File: src/rtl/conv_stream_src.sv
// rtl/conv_stream_src.sv - replays preloaded F/X buffers as handshaked frames
// Two independent valid/ready channels, frame repeat and optional LFSR valid throttling.
module conv_stream_src #(
  parameter int DATA_WIDTH_X = 8,
  parameter int DATA_WIDTH_F = 8,
  parameter int X_SIZE       = 128,
  parameter int F_SIZE       = 32,
  parameter int FRAME_W      = 8
) (
  input  logic                                    clk,
  input  logic                                    rst_n,
  input  logic                                    wr_en,
  input  logic                                    wr_sel,
  input  logic [$clog2(X_SIZE)-1:0]               wr_addr,
  input  logic [((DATA_WIDTH_X > DATA_WIDTH_F) ?
                 DATA_WIDTH_X : DATA_WIDTH_F)-1:0] wr_data,
  input  logic                                    start,
  input  logic [FRAME_W-1:0]                      num_frames,
  input  logic                                    throttle_en,
  output logic                                    m_valid_f,
  input  logic                                    m_ready_f,
  output logic signed [DATA_WIDTH_F-1:0]          m_data_f,
  output logic                                    m_valid_x,
  input  logic                                    m_ready_x,
  output logic signed [DATA_WIDTH_X-1:0]          m_data_x,
  output logic                                    busy,
  output logic                                    done
);

  localparam int FA_W = $clog2(F_SIZE);
  localparam int XA_W = $clog2(X_SIZE);

  typedef enum logic [1:0] {
    ST_IDLE = 2'd0,
    ST_RUN  = 2'd1,
    ST_DONE = 2'd2
  } state_t;

  state_t                         r_state;
  logic signed [DATA_WIDTH_F-1:0] r_fbuf [F_SIZE];
  logic signed [DATA_WIDTH_X-1:0] r_xbuf [X_SIZE];
  logic [FA_W-1:0]                r_idx_f;
  logic [XA_W-1:0]                r_idx_x;
  logic                           r_f_fin;
  logic                           r_x_fin;
  logic [FRAME_W-1:0]             r_frames_left;
  logic [7:0]                     r_lfsr;
  logic                           r_valid_f;
  logic                           r_valid_x;
  logic signed [DATA_WIDTH_F-1:0] r_data_f;
  logic signed [DATA_WIDTH_X-1:0] r_data_x;
  logic                           r_busy;
  logic                           r_done;

  logic                           w_allow_f;
  logic                           w_allow_x;
  logic                           w_f_xfer;
  logic                           w_x_xfer;
  logic                           w_f_last;
  logic                           w_x_last;
  logic                           w_frame_end;
  logic                           w_lfsr_fb;
  logic [FA_W-1:0]                w_f_nidx;
  logic [XA_W-1:0]                w_x_nidx;
  logic signed [DATA_WIDTH_F-1:0] w_f_word0;
  logic signed [DATA_WIDTH_X-1:0] w_x_word0;

  assign w_allow_f   = !throttle_en || r_lfsr[0];
  assign w_allow_x   = !throttle_en || r_lfsr[1];
  assign w_f_xfer    = r_valid_f && m_ready_f;
  assign w_x_xfer    = r_valid_x && m_ready_x;
  assign w_f_last    = w_f_xfer && (r_idx_f == FA_W'(F_SIZE - 1));
  assign w_x_last    = w_x_xfer && (r_idx_x == XA_W'(X_SIZE - 1));
  assign w_frame_end = (r_f_fin || w_f_last) && (r_x_fin || w_x_last);
  assign w_lfsr_fb   = r_lfsr[7] ^ r_lfsr[5] ^ r_lfsr[4] ^ r_lfsr[3];
  assign w_f_nidx    = r_idx_f + FA_W'(1);
  assign w_x_nidx    = r_idx_x + XA_W'(1);

  // Bypass so a write to entry 0 in the start cycle is what goes out first.
  assign w_f_word0 = (wr_en && !wr_sel && (wr_addr[FA_W-1:0] == '0)) ?
                     wr_data[DATA_WIDTH_F-1:0] : r_fbuf[0];
  assign w_x_word0 = (wr_en && wr_sel && (wr_addr == '0)) ?
                     wr_data[DATA_WIDTH_X-1:0] : r_xbuf[0];

  always_ff @(posedge clk) begin
    if (r_state == ST_IDLE && wr_en) begin
      if (wr_sel) r_xbuf[wr_addr] <= wr_data[DATA_WIDTH_X-1:0];
      else        r_fbuf[wr_addr[FA_W-1:0]] <= wr_data[DATA_WIDTH_F-1:0];
    end
  end

  always_ff @(posedge clk) begin
    if (!rst_n) begin
      r_state       <= ST_IDLE;
      r_idx_f       <= '0;
      r_idx_x       <= '0;
      r_f_fin       <= 1'b0;
      r_x_fin       <= 1'b0;
      r_frames_left <= '0;
      r_lfsr        <= 8'hA5;
      r_valid_f     <= 1'b0;
      r_valid_x     <= 1'b0;
      r_data_f      <= '0;
      r_data_x      <= '0;
      r_busy        <= 1'b0;
      r_done        <= 1'b0;
    end else begin
      case (r_state)
        ST_IDLE: begin
          r_done <= 1'b0;
          if (start) begin
            r_state       <= ST_RUN;
            r_busy        <= 1'b1;
            r_frames_left <= (num_frames == '0) ? FRAME_W'(1) : num_frames;
            r_idx_f       <= '0;
            r_idx_x       <= '0;
            r_f_fin       <= 1'b0;
            r_x_fin       <= 1'b0;
            r_valid_f     <= w_allow_f;
            r_valid_x     <= w_allow_x;
            r_data_f      <= w_allow_f ? w_f_word0 : '0;
            r_data_x      <= w_allow_x ? w_x_word0 : '0;
          end
        end
        ST_RUN: begin
          r_lfsr <= {r_lfsr[6:0], w_lfsr_fb};
          if (w_frame_end) begin
            r_idx_f <= '0;
            r_idx_x <= '0;
            r_f_fin <= 1'b0;
            r_x_fin <= 1'b0;
            if (r_frames_left == FRAME_W'(1)) begin
              r_state   <= ST_DONE;
              r_busy    <= 1'b0;
              r_done    <= 1'b1;
              r_valid_f <= 1'b0;
              r_valid_x <= 1'b0;
              r_data_f  <= '0;
              r_data_x  <= '0;
            end else begin
              r_frames_left <= r_frames_left - FRAME_W'(1);
              r_valid_f     <= w_allow_f;
              r_valid_x     <= w_allow_x;
              r_data_f      <= w_allow_f ? r_fbuf[0] : '0;
              r_data_x      <= w_allow_x ? r_xbuf[0] : '0;
            end
          end else begin
            // A stalled beat keeps valid/data; only a transfer or an idle channel moves.
            if (w_f_xfer) begin
              if (w_f_last) begin
                r_f_fin   <= 1'b1;
                r_valid_f <= 1'b0;
                r_data_f  <= '0;
              end else begin
                r_idx_f   <= w_f_nidx;
                r_valid_f <= w_allow_f;
                r_data_f  <= w_allow_f ? r_fbuf[w_f_nidx] : '0;
              end
            end else if (!r_valid_f && !r_f_fin) begin
              r_valid_f <= w_allow_f;
              r_data_f  <= w_allow_f ? r_fbuf[r_idx_f] : '0;
            end
            if (w_x_xfer) begin
              if (w_x_last) begin
                r_x_fin   <= 1'b1;
                r_valid_x <= 1'b0;
                r_data_x  <= '0;
              end else begin
                r_idx_x   <= w_x_nidx;
                r_valid_x <= w_allow_x;
                r_data_x  <= w_allow_x ? r_xbuf[w_x_nidx] : '0;
              end
            end else if (!r_valid_x && !r_x_fin) begin
              r_valid_x <= w_allow_x;
              r_data_x  <= w_allow_x ? r_xbuf[r_idx_x] : '0;
            end
          end
        end
        ST_DONE: begin
          r_done  <= 1'b0;
          r_state <= ST_IDLE;
        end
        default: begin
          r_state <= ST_IDLE;
        end
      endcase
    end
  end

  assign m_valid_f = r_valid_f;
  assign m_valid_x = r_valid_x;
  assign m_data_f  = r_data_f;
  assign m_data_x  = r_data_x;
  assign busy      = r_busy;
  assign done      = r_done;

endmodule

File: config.mk
export PLATFORM = sky130hd
export DESIGN_NAME = conv_stream_src
export DESIGN_NICKNAME = d
export VERILOG_FILES = /design/src/rtl/conv_stream_src.sv
export SDC_FILE = /design/constraint.sdc
export NUM_CORES = 2
export LEC_CHECK = 0
export BUFFER_PORTS_ARGS = -buffer_cell sky130_fd_sc_hd__buf_2
export CAP_MARGIN = 20
export CELL_PAD_IN_SITES_DETAIL_PLACEMENT = 1
export CELL_PAD_IN_SITES_GLOBAL_PLACEMENT = 1
export CORE_MARGIN = 4
export CORE_UTILIZATION = 45
export CTS_BUF_LIST = sky130_fd_sc_hd__clkbuf_8
export DETAILED_ROUTE_END_ITERATION = 6
export GPL_ROUTABILITY_DRIVEN = 0
export PLACE_DENSITY = 0.63
export SETUP_SLACK_MARGIN = 0.4
export SLEW_MARGIN = 20
export SYNTH_ARGS = -nofsm -noshare
export SYNTH_HDL_FRONTEND = slang
export SYNTH_SLANG_ARGS = --single-unit
File: constraint.sdc
create_clock -name clk -period 3.7 [get_ports clk]
set_input_delay 0.185 -clock clk [delete_from_list [all_inputs] [get_ports clk]]
set_output_delay 0.185 -clock clk [all_outputs]
set_load 0.005 [all_outputs]
==> metrics <==
outcome finished, final reports clean; CP Launch Type register; dpl cells 5250; # nets final 3696; vias 38290; Initial DRC Count 5044; CTS tree built; Overflow after GRT 0; synthesized area 62950 µm²; CTS Buffer Depth 3; setup ws final 351.8 ps; CP arrival 4240 ps; DR pass1 iterations 6; Max-cap violations 0; Post-synth EDFFs 1280; ys flop type edfxtp_1; hold slack 123.5 ps; Synth Warn # 0; Skew-Pair Late Insertion Delay 970 ps; Final setup viols 0; vias in the first global route 39351; worst r2r src r_idx_x[1]; slowest CP cell mux4_2; Syn Inst Count 3314; Die Width 382.0 µm; antenna violations before repair 7; htree depth 4; die height 382.0 µm; CP dominant cell by count o211ai_1; post-detailed-route count of antenna-violating nets 0; Max VDD drop 0.3394 mV; Worst Path Required 4590 ps; DR vias/cell 6.689; leakage 21.91 nW; fraction of layout cells with a size suffix above 1 35.93%; final instance area 72010 µm²; core area 138200 µm²; Post-synth ARST share 0%; cell area power density 430.5 nW/µm²; Routed WL 213900 µm; I/O pin count 51; Worst-Margin Slew 1117 ps; post-synthesis cell type count 64; WS Path Type reg2reg; die area 145900 µm²; FP Rows 136; Tmin final 3348 ps; Worst-path clk slew 60 ps; RSZ-0062 raised after global routing yes; Area after DPL 67000 µm²; worst setup path startpoint r_idx_x[1]; mean post-synth cell area 19.00 µm²; CTS Buf Count 223; largest net degree at the start of global routing 96; WL per Instance 37.36 µm; pre-CTS WS 177.6 ps; Initial Utilization 45.56%; Syn Nets 3350; Pins Over Slew Limit 0; sequential-to-total area share from yosys stat 63.09%; flops & latches, synth 1344; Post-Layout Cell Count 5724; fmax 298.7 MHz; first-pass GRT wire length 303700 µm; skew final 41.35 ps; Slew headroom 25.23%; crit path max fanout 35; Root Driver clkbuf_8; final hold viol count 0; buffers added on ports 50; post-layout util 52.11%; area grow syn2layout 14.38%; worst hold start wr_en; Min-Delay Path Class in2reg; kind of end point of the critical path register; crit-path cells ha_4 -> xnor2_2 -> buf_12 -> mux4_2 -> nand2_1 -> o211ai_1 -> o211ai_1 -> a211oi_2 -> nor2_1; clk sinks 1344; GRT Total Usage 29.28%; Critical Path Max Stage Delay 620 ps; Tcrit/Tclk final 90.49%; residual DRC count 0; DP HPWL 144800 µm; setup_tns 0 ps; Final Power 31.00 mW
-- timing repair --
action,CTS,global route
pin swaps,2,2
endpoints found under the setup margin,8,13
hold buffers,24,0
gates resized for setup,17,19
gates cloned,3,2
setup buffers,9,10
endpoints found under the hold margin,518,0
-- per-layer routing --
| layer | wire (µm) | track usage (%) | vias up |
|---|---|---|---|
| met5 | 30 | 0 | - |
| li1 | - | - | 14917 |
| met2 | 101600 | 45.79 | 2208 |
| met3 | 19320 | 6.649 | 401 |
| met1 | 83570 | 40.01 | 20760 |
| met4 | 9309 | 12.22 | 4 |
-- final timing paths --
kind                                endpoint  slack (ps)  depth (start not counted)
worst max register to register   m_data_x[2]         350                          9
worst min register to register     r_lfsr[3]         490                          2
worst max-delay path             m_data_x[2]         350                          9
worst min-delay path            r_fbuf[0][2]         120                          4
-- Yosys cell counts, drive strengths merged, types with 11 or more instances --
library cell  number  area (µm²)
o311ai            13       113.9
buf              126       671.9
nand3             42       210.2
o21ai             37       185.2
dfxtp             64        1281
nor3              16       80.08
a221o             14       140.1
nor2             206       773.2
edfxtp          1280       38440
a22oi             23       172.7
a21oi             26       130.1
o2111ai           14       122.6
clkbuf           124       465.5
a32o              15       150.1
nand2            218       818.3
o211ai            21       157.7
mux2i            143        1431
inv               11       41.29
mux4             706       15900
nand4             11       68.82
nor2b             17       106.4
o221ai            24       210.2
a22o              13       113.9
-- cell usage in the layout (no fill, tap or decap), types with 9 or more instances in the layout --
| cell | count |
|---|---|
| nor2_1 | 199 |
| a221o_1 | 14 |
| and2_1 | 10 |
| nor3_1 | 14 |
| nor4_1 | 9 |
| o22ai_1 | 10 |
| dfxtp_1 | 55 |
| buf_4 | 260 |
| a22o_1 | 13 |
| a32o_1 | 15 |
| a21oi_1 | 26 |
| nand2_1 | 217 |
| inv_1 | 81 |
| o311ai_0 | 12 |
| o2111ai_1 | 13 |
| o211ai_1 | 21 |
| nor2b_1 | 16 |
| clkinv_1 | 66 |
| o221ai_1 | 24 |
| clkinv_2 | 31 |
| o21ai_1 | 11 |
| a22oi_1 | 17 |
| mux4_2 | 706 |
| mux2i_1 | 137 |
| o21ai_0 | 26 |
| clkbuf_8 | 224 |
| buf_2 | 42 |
| dlygate4sd3_1 | 24 |
| edfxtp_1 | 1280 |
| nand3_1 | 41 |
| buf_12 | 28 |
| nand4_1 | 11 |
| bufinv_16 | 10 |
| diode_2 | 9 |
-- critical path: cells and delay by family (launching register included) --
kind / cells / cell delay (ps)
simple gates: 2 / 250
flops: 1 / 380
mux: 1 / 620
fa+ha+maj: 1 / 240
buf+inv: 1 / 320
xor+xnor: 1 / 530
compound gates: 3 / 860
-- final cells by class --
class | count | area [µm²]
Clock buffer | 224 | 3083
Inverter | 11 | 41.29
Multi-Input combinational cell | 1709 | 22280
Antenna cell | 9 | 22.52
Sequential cell | 1344 | 39740
Timing Repair Buffer | 371 | 3342
Tap cell | 1863 | 2331
Clock inverter | 193 | 1162
Fill cell | 12537 | 66170
-- flip-flops by register name, summed over array words and instances, names as in the netlist, named ones only --
name / cells
busy: 1
done: 1
m_data_f: 8
m_data_x: 8
m_valid_f: 1
m_valid_x: 1
r_f_fin: 1
r_fbuf: 256
r_frames_left: 8
r_idx_f: 5
r_idx_x: 7
r_lfsr: 8
r_state: 2
r_x_fin: 1
r_xbuf: 1024
-- report_power, final --
group          internal, mW  switching (mW)
sequential             16.7          0.0686
combinational         0.562           0.944
clock                  6.40            6.32
total                  23.7            7.33
-- cells by family (layout without fill, tap and decap cells) --
group	count (synthesis)	count (layout)	share of synthesized area, %
flops	1344	1344	63.09
mux	849	849	27.53
simple gates	562	562	3.818
compound gates	280	280	3.393
buf+inv	261	799	1.872
xor+xnor	13	13	0.1928
fa+ha+maj	5	5	0.09938
other cells	0	9	0
(Power assumes the default switching activity.)
